$ cat config.mk
export PLATFORM = sky130hd
export DESIGN_NAME = sram_cmd_sched
export DESIGN_NICKNAME = d
export VERILOG_FILES = /design/src/rtl/sram_cmd_sched.sv
export SDC_FILE = /design/constraint.sdc
export NUM_CORES = 1
export LEC_CHECK = 0
export ABC_CLOCK_PERIOD_IN_PS = 5150
export CAP_MARGIN = 20
export CORE_MARGIN = 8
export CORE_UTILIZATION = 32
export DETAILED_ROUTE_END_ITERATION = 7
export PLACE_DENSITY_LB_ADDON = 0.25
export SLEW_MARGIN = 20
export SYNTH_ARGS = -nofsm -noshare
export SYNTH_HDL_FRONTEND = slang
export SYNTH_SLANG_ARGS = --single-unit
$ cat constraint.sdc
create_clock -name clk -period 5.15 [get_ports clk]
set_input_delay 1.545 -clock clk [delete_from_list [all_inputs] [get_ports clk]]
set_output_delay 1.545 -clock clk [all_outputs]
set_load 0.005 [all_outputs]
$ cat src/rtl/sram_cmd_sched.sv
// Schedules Wishbone and test-engine read/write commands onto a single-port SRAM.
// Wishbone commands are buffered in a small FIFO; a round-robin arbiter picks the next owner.
module sram_cmd_sched #(
  parameter int ADDR_W   = 8,
  parameter int RD_LAT   = 1,
  parameter int WB_DEPTH = 2
) (
  input  logic              clk,
  input  logic              rst,
  input  logic              cmd_val,
  input  logic [31:0]       cmd_adr,
  input  logic              cmd_we,
  input  logic [3:0]        cmd_sel,
  input  logic [31:0]       cmd_dat,
  output logic              rd_ack,
  output logic [31:0]       rd_dat,
  input  logic              tst_val,
  output logic              tst_rdy,
  input  logic              tst_we,
  input  logic [ADDR_W-1:0] tst_adr,
  input  logic [3:0]        tst_sel,
  input  logic [31:0]       tst_dat,
  output logic              tst_rd_val,
  output logic [31:0]       tst_rd_dat,
  output logic              sram_en,
  output logic              sram_we,
  output logic [ADDR_W-1:0] sram_adr,
  output logic [3:0]        sram_be,
  output logic [31:0]       sram_wdat,
  input  logic [31:0]       sram_rdat,
  output logic              busy,
  output logic              err
);

  localparam int PTR_W = $clog2(WB_DEPTH);
  localparam int ENT_W = 1 + 4 + ADDR_W + 32;

  localparam logic [1:0] S_IDLE  = 2'd0;
  localparam logic [1:0] S_ISSUE = 2'd1;
  localparam logic [1:0] S_WAIT  = 2'd2;
  localparam logic [1:0] S_RESP  = 2'd3;

  logic [ENT_W-1:0]  fifo_mem [WB_DEPTH];
  logic [PTR_W-1:0]  wr_ptr;
  logic [PTR_W-1:0]  rd_ptr;
  logic [PTR_W:0]    fifo_cnt;
  logic              fifo_empty;
  logic              fifo_full;
  logic              push_ok;
  logic              pop;
  logic              head_we;
  logic [3:0]        head_sel;
  logic [ADDR_W-1:0] head_adr;
  logic [31:0]       head_dat;

  logic [1:0]        state;
  logic [3:0]        lat_cnt;
  logic              owner_tst;
  logic              last_tst;
  logic              idle;
  logic              wb_wins;
  logic              tst_wins;
  logic              grant_wb;
  logic              grant_tst;

  // Address bits outside the SRAM word range are decoded upstream.
  logic unused_adr;
  assign unused_adr = ^{cmd_adr[31:ADDR_W+2], cmd_adr[1:0]};

  assign fifo_empty = (fifo_cnt == '0);
  assign fifo_full  = (fifo_cnt == (PTR_W+1)'(WB_DEPTH));
  assign {head_we, head_sel, head_adr, head_dat} = fifo_mem[rd_ptr];

  // last_tst resets high so that Wishbone wins the first tie.
  assign idle      = (state == S_IDLE);
  assign wb_wins   = ~fifo_empty & (~tst_val | last_tst);
  assign tst_wins  = tst_val & (fifo_empty | ~last_tst);
  assign grant_wb  = idle & wb_wins;
  assign grant_tst = idle & tst_wins;
  assign tst_rdy   = grant_tst & ~rst;
  assign pop       = grant_wb;

  // A push into a full FIFO still fits when the head is popped in the same cycle.
  assign push_ok = cmd_val & (~fifo_full | pop);
  assign busy    = ~idle | ~fifo_empty;

  always_ff @(posedge clk) begin
    if (push_ok) begin
      fifo_mem[wr_ptr] <= {cmd_we, cmd_sel, cmd_adr[ADDR_W+1:2], cmd_dat};
    end
  end

  always_ff @(posedge clk) begin
    if (rst) begin
      wr_ptr   <= '0;
      rd_ptr   <= '0;
      fifo_cnt <= '0;
      err      <= 1'b0;
    end else begin
      if (push_ok) wr_ptr <= wr_ptr + PTR_W'(1);
      if (pop)     rd_ptr <= rd_ptr + PTR_W'(1);
      fifo_cnt <= fifo_cnt + (PTR_W+1)'(push_ok) - (PTR_W+1)'(pop);
      if (cmd_val & fifo_full & ~pop) err <= 1'b1;
    end
  end

  // Sequencer: one SRAM access in flight; read data is routed back to its owner.
  always_ff @(posedge clk) begin
    if (rst) begin
      state      <= S_IDLE;
      lat_cnt    <= '0;
      owner_tst  <= 1'b0;
      last_tst   <= 1'b1;
      sram_en    <= 1'b0;
      sram_we    <= 1'b0;
      sram_adr   <= '0;
      sram_be    <= '0;
      sram_wdat  <= '0;
      rd_ack     <= 1'b0;
      rd_dat     <= '0;
      tst_rd_val <= 1'b0;
      tst_rd_dat <= '0;
    end else begin
      sram_en    <= 1'b0;
      rd_ack     <= 1'b0;
      tst_rd_val <= 1'b0;
      case (state)
        S_IDLE: begin
          if (grant_wb) begin
            sram_en   <= 1'b1;
            sram_we   <= head_we;
            sram_adr  <= head_adr;
            sram_be   <= head_sel;
            sram_wdat <= head_dat;
            owner_tst <= 1'b0;
            last_tst  <= 1'b0;
            state     <= S_ISSUE;
          end else if (grant_tst) begin
            sram_en   <= 1'b1;
            sram_we   <= tst_we;
            sram_adr  <= tst_adr;
            sram_be   <= tst_sel;
            sram_wdat <= tst_dat;
            owner_tst <= 1'b1;
            last_tst  <= 1'b1;
            state     <= S_ISSUE;
          end
        end
        S_ISSUE: begin
          if (sram_we) begin
            state <= S_IDLE;
          end else begin
            lat_cnt <= 4'(RD_LAT - 1);
            state   <= S_WAIT;
          end
        end
        S_WAIT: begin
          if (lat_cnt == '0) begin
            if (owner_tst) begin
              tst_rd_dat <= sram_rdat;
              tst_rd_val <= 1'b1;
            end else begin
              rd_dat <= sram_rdat;
              rd_ack <= 1'b1;
            end
            state <= S_RESP;
          end else begin
            lat_cnt <= lat_cnt - 4'd1;
          end
        end
        default: state <= S_IDLE;
      endcase
    end
  end

endmodule

Yosys cells after proc, flatten, opt, wreduce, memory -nomap -nowiden

Memories as Yosys holds them, arrays and structs flattened. A register that Yosys moved wholly into a read port is not among the register bits.
Cells that the tools add are included.

$add $sub $neg: 5
Equality and inequality tests: 7
Mux-type cells: 26
Bitwise operators: 22
Reduce and logical (&&, ||, !) cells: 12

Operator list:

| kind                  | number |
|---|---|
| $mux W32              | 2 |
| $mux W4               | 4 |
| $mux W8               | 2 |
| $mux W1               | 12 |
| $not A1 Y1            | 10 |
| $reduce_and A3 Y1     | 3 |
| $and A1 B1 Y1         | 8 |
| $mux W2               | 4 |
| $pmux W4 S2           | 1 |
| $ne A2 B2 Y1 const B  | 3 |
| $pmux W2 S3           | 1 |
| $eq A2 B2 Y1 const B  | 2 |
| $logic_not A2 Y1      | 2 |
| $logic_not A4 Y1      | 1 |
| $or A1 B1 Y1          | 4 |
| $reduce_and A2 Y1     | 2 |
| $reduce_bool A2 Y1    | 2 |
| $sub A4 B1 Y4 const B | 1 |
| $ne A3 B2 Y1 const B  | 1 |
| $reduce_or A3 Y1      | 1 |
| $add A1 B1 Y1 const B | 2 |
| $add A2 B1 Y2         | 1 |
| $eq A2 B1 Y1 const B  | 1 |
| $reduce_or A2 Y1      | 1 |
| $sub A2 B1 Y2         | 1 |

Bits in registers: 125
Memory bits (writable): 90
Input port bits: 150
Output and inout bits: 115
Logic and storage cells: 90
Memories kept: 1

Memory list:

| memory   | depth | bits a word | read ports | clocked after memory_dff | wr ports | RTL line | text |
|---|---|---|---|---|---|---|---|
| fifo_mem | 2     | 45          | 1          | 1                        | 1        | 43       | `logic [ENT_W-1:0] fifo_mem [WB_DEPTH];` |

Depth between registers and ports, before layout

Depth after elaboration: 8
Depth in mapped cells: 10
Gate-level depth less buffers: 9

Worst setup path before layout

Ideal clock, no wire load.

Path type: input-to-reg
From: input tst_val
To: memory fifo_mem[0][0] (netlist name), enable pin
Library setup time: 448 ps
Data arrival time: 3,796 ps
Data required time: 4,702 ps
Setup slack: 907 ps
Stages on the path: 4
Path buffers: 0
Path through: nand2b_1 a211oi_1 nand2b_1 nor2_1

Word-level cells in the longest chain between the ends: 8

RTL lines:

| item                          | RTL line | text |
|---|---|---|
| start: declaration            | 17       | `input logic tst_val,` |
| $not A1 Y1                    | 76       | `assign wb_wins = ~fifo_empty & (~tst_val \| last_tst);` |
| $or A1 B1 Y1                  | 76       |  |
| $and A1 B1 Y1                 | 76       |  |
| $and A1 B1 Y1                 | 78       | `assign grant_wb = idle & wb_wins;` |
| $or A1 B1 Y1                  | 84       | `assign push_ok = cmd_val & (~fifo_full \| pop);` |
| $and A1 B1 Y1                 | 84       |  |
| $mux W1                       | 88       | `if (push_ok) begin` |
| $mux W1 (not written as such) | 89       | `fifo_mem[wr_ptr] <= {cmd_we, cmd_sel, cmd_adr[ADDR_W+1:2], cmd_dat};` |
| end: declaration              | 43       |  |

Every way passes these cells.

Worst setup path after layout

From: input tst_val
To: output tst_rdy

Word-level cells in the longest chain between the ends: 3

RTL lines:

| item             | RTL line | text |
|---|---|---|
| $and A1 B1 Y1    | 77       | `assign tst_wins = tst_val & (fifo_empty \| ~last_tst);` |
| $and A1 B1 Y1    | 79       | `assign grant_tst = idle & tst_wins;` |
| $and A1 B1 Y1    | 80       | `assign tst_rdy = grant_tst & ~rst;` |
| end: declaration | 18       | `output logic tst_rdy,` |

Every way passes these cells.

==> parameters.txt <==
Parameter                              Value

Floorplan
  Number of cell rows ... 58
  Area enclosed by the die boundary ... 30,600 um2
  Placeable Area ... 25,000 um2
  Horizontal extent of the die ... 175 um
  Initial Util ... 32.3%
  Top-Level Pins ... 265
  Die boundary height ... 175 um

Global route
  Number of antenna violations at the first check in global routing ... 0
  Congestion Overflow GR ... 0
  Pin count of the biggest net entering global routing ... 83
  Global-route wire length before repair ... 34,400 um
  Total Routing Usage GR ... 13.9%
  Number of global-route vias before repair ... 6,065

Logic synthesis
  Most instantiated library cell after synthesis ... nand2_1
  Flip-flop cell with the highest count after synthesis ... dfxtp_1
  Post-Synthesis Net Count ... 856
  Mapped Avg Cell Area ... 11.5 um2
  Top cell types by occurrence after synthesis ... nand2_1 (178), dfxtp_1 (126), edfxtp_1 (90), a21oi_1 (69)
  Share of the synthesized area in the top cell type ... 33.4%
  Syn. warnings ... 0
  Area contributors post-synth ... edfxtp_1 (33%), dfxtp_1 (31%), nand2_1 (8.3%), mux2_2 (6.4%), mux2i_1 (5.7%)
  Synth Cell Area ... 8090 um2
  Syn Inst Count ... 703
  Synthesis-stage register bit count ... 216
  Count of unique library cells instantiated by Yosys ... 39
  Count of flip-flops with a built-in enable after synthesis ... 90
  Async set-reset flop share out of synthesis ... 0%
  Seq/Total Area, Yosys ... 64.6%
  Library cell with the largest summed area after synthesis ... edfxtp_1

Routing
  Met3 WL post-DR ... 2260 um
  Drt first-iter violations ... 269
  Detailed Route WL ... 22,200 um
  Total number of vias ... 5,839
  Detailed-route wire length on metal 1 ... 9990 um
  Final antenna-violating net count ... 0
  Highest metal layer used by the detailed router ... met4
  Pre-antenna DRT Iters ... 4
  Remaining design rule violation count ... 0
  Avg WL per Cell ... 17.2 um
  Detailed-routed wire length on met2 ... 9700 um
  Detailed-route vias per instance ... 4.52

Final layout
  Fraction of layout instances using a drive strength above 1 ... 11.2%
  Storage element area ... 5230 um2
  # fillers ... 2,317
  Net count of the finished layout ... 1,095
  Total area of multi-input combinational cells ... 2620 um2
  Area growth from synthesis to layout ... 43.8%

Pwr
  Cell leakage power ... 3.98 nW
  Worst vdd ir ... 237 uV
  Total power per unit cell area ... 478 nW/um2

Status
  Outcome ... complete, no violations

Setup path
  Worst Setup Start Kind ... input pin
  Endpoint class of the critical path ... output port
  Required time at the worst-slack endpoint ... 3.61 ns
  Cell depth of the worst flop-to-flop path ... 5
  Slack of the worst reg-to-reg path ... 2.65 ns
  CP dominant cell by count ... clkdlybuf4s50_1
  CP peak stage delay ... 0.55 ns
  Crit Path Category ... in -> out
  CP cell instances ... clkdlybuf4s50_1 > nand3_1 > nor2_1 > clkdlybuf4s50_1
  Largest fanout on the critical path ... 4
  Category of cells accounting for the largest share of critical-path delay ... buffers and inverters
  Highest-delay cell along the critical path ... clkdlybuf4s50_1
  Number of buffers and inverters on the critical path ... 2
  Arrival time at the worst endpoint ... 2.87 ns
  Capturing point of the worst reg2reg path ... fifo_mem[1][28]$_DFFE_PP_
  R2r startpoint ... state[1]$_SDFFE_PP0P_

STA
  Final critical-path share of the clock period ... 85.7%
  Final-layout worst hold slack ... 0.444 ns
  Maximum clock frequency ... 227 MHz
  Post-route setup slack ... 0.739 ns
  Transition time at the pin with the least slew margin ... 0.902 ns
  Shortest clock period the worst path allows after layout ... 4.41 ns
  Relative max-transition margin ... 39.9%
  Maximum clock skew at final layout ... 0.0123 ns
  Hold Violations, Final ... 0
  Final-report max-slew violation count ... 0
  Final setup violating endpoints ... 0
  Setup tns final ... 0 ns
  Unrepaired setup endpoints after global routing ... false

Worst hold path
  Path type of the worst min-delay path ... reg -> reg
  Min-Delay Endpoint ... sram_wdat[2]$_SDFFE_PP0P_
  Critical hold path startpoint ... sram_wdat[2]$_SDFFE_PP0P_
  Worst Hold Depth ... 2

Placed design
  Number of input and output port buffers inserted ... 240
  DPL Wire Length ... 14,500 um
  Final weighted congestion of routability-driven global placement ... 0.699
  Setup slack at placement ... 0.744 ns

CTS
  Hold buffer count at CTS ... 0
  Clock root buffer ... clkbuf_16
  Clock transition time at the flip-flop clock pins of the worst setup and hold paths ... 0.06 ns
  TritonCTS Buffers ... 26
  Cts repair resizes ... 0
  CTS tree ... yes
  Clock latency on the worst-skew pair ... 0.51 ns
  # clock sinks ... 216
  H-tree depth reported by CTS ... 1
  Number of setup buffers added after CTS ... 0
  Maximum clock insertion buffer count ... 3

Flow run
  # Max-Cap Violations ... 0
-- cell type report --
cell class                      count  share of cell area [%]
Inverter                            7                   0.226
Clock inverter                     13                    1.08
Tap cell                          330                    3.55
Sequential cell                   216                    44.9
Multi-Input combinational cell    438                    22.5
Antenna cell                        1                  0.0215
Timing Repair Buffer              253                    21.5
Clock buffer                       35                    6.24
-- worst max-delay path by stage --
stage,start,to,slack (ns),cells after the start
detailed placement,tst_val,tst_rdy,0.74,4
global placement,tst_val,tst_rdy,0.75,4
global route,tst_val,tst_rdy,0.64,4
CTS,tst_val,tst_rdy,0.73,4
finish,tst_val,tst_rdy,0.74,4
floorplan,tst_val,fifo_mem[0][0]$_DFFE_PP_,0.91,4
-- cell usage in the layout (no fill, tap or decap), types with 2 or more instances in the layout --
cell             netlist  routed
inv_1                  7       7
mux2_2                46      46
mux2i_1               46      46
nand2_1              178     178
dfxtp_1              126     125
clkbuf_1              17       6
o21ai_1               30      30
bufinv_16              0       2
clkdlybuf4s50_1        0     239
ha_1                   3       3
or3_1                  5       5
clkbuf_8               0       2
xnor2_1                3       3
clkbuf_16              0      27
nor2_4                 0       2
nand2b_1               3       3
clkinv_2               0       3
clkinvlp_4             0       4
edfxtp_1              90      90
buf_4                  1      13
nor2_1                16      14
o21ai_0               21      21
clkinv_1               0       3
a21oi_1               69      69
-- cells by family (layout without fill, tap and decap cells) --
| group | Yosys count | in the layout | share of synthesized area, % |
|---|---|---|---|
| fa+ha+maj | 3 | 3 | 0.464 |
| simple gates | 214 | 214 | 10.9 |
| compound gates | 126 | 126 | 8.03 |
| other cells | 0 | 1 | 0 |
| xor+xnor | 3 | 3 | 0.325 |
| buf+inv | 49 | 308 | 3.59 |
| flops | 216 | 216 | 64.6 |
| mux | 92 | 92 | 12.1 |
-- worst reg2reg max path, cell delays in order, from the launching register on --
cell	delay, ns
dfxtp_1	0.37
nor2_2	0.35
a211oi_1	0.16
nand2b_1	0.30
nor2_4	0.64
buf_4	0.37
-- report_power, final --
group	internal, W	total [W]	switching [W]
combinational	0.000806	0.00155	0.000739
sequential	0.00208	0.00222	0.000139
clock	0.00109	0.00180	0.000709
total	0.00398	0.00556	0.00159
-- layer usage --
layer	vias up	GRT usage (%)
met5	-	0
met1	2706	17.5
met3	27	5.98
li1	2910	-
met4	0	3.14
met2	196	21.9
-- stage by stage --
step | cells | total power (W) | instance area (um2) | utilization [%]
final | 1293 | 0.00556 | 11600 | 46.5
after global routing | 1292 | 0.00587 | 11600 | 46.4
after CTS | 1292 | 0.00567 | 11600 | 46.4
after detailed placement | 1244 | 0.00384 | 10800 | 43.0
after global placement | 1244 | 0.00382 | 10800 | 43.0
after floorplan | 703 | 0.00317 | 8090 | -
-- state kept, by name (all words and copies together) (netlist names), named ones only --
name,count
sram_we,1
fifo_mem,90
state,2
sram_en,1
tst_rd_dat,32
rd_ptr,1
rd_dat,32
sram_adr,8
last_tst,1
lat_cnt,4
wr_ptr,1
sram_be,4
tst_rd_val,1
fifo_cnt,2
rd_ack,1
err,1
owner_tst,1
sram_wdat,32
(Power assumes the default switching activity.)
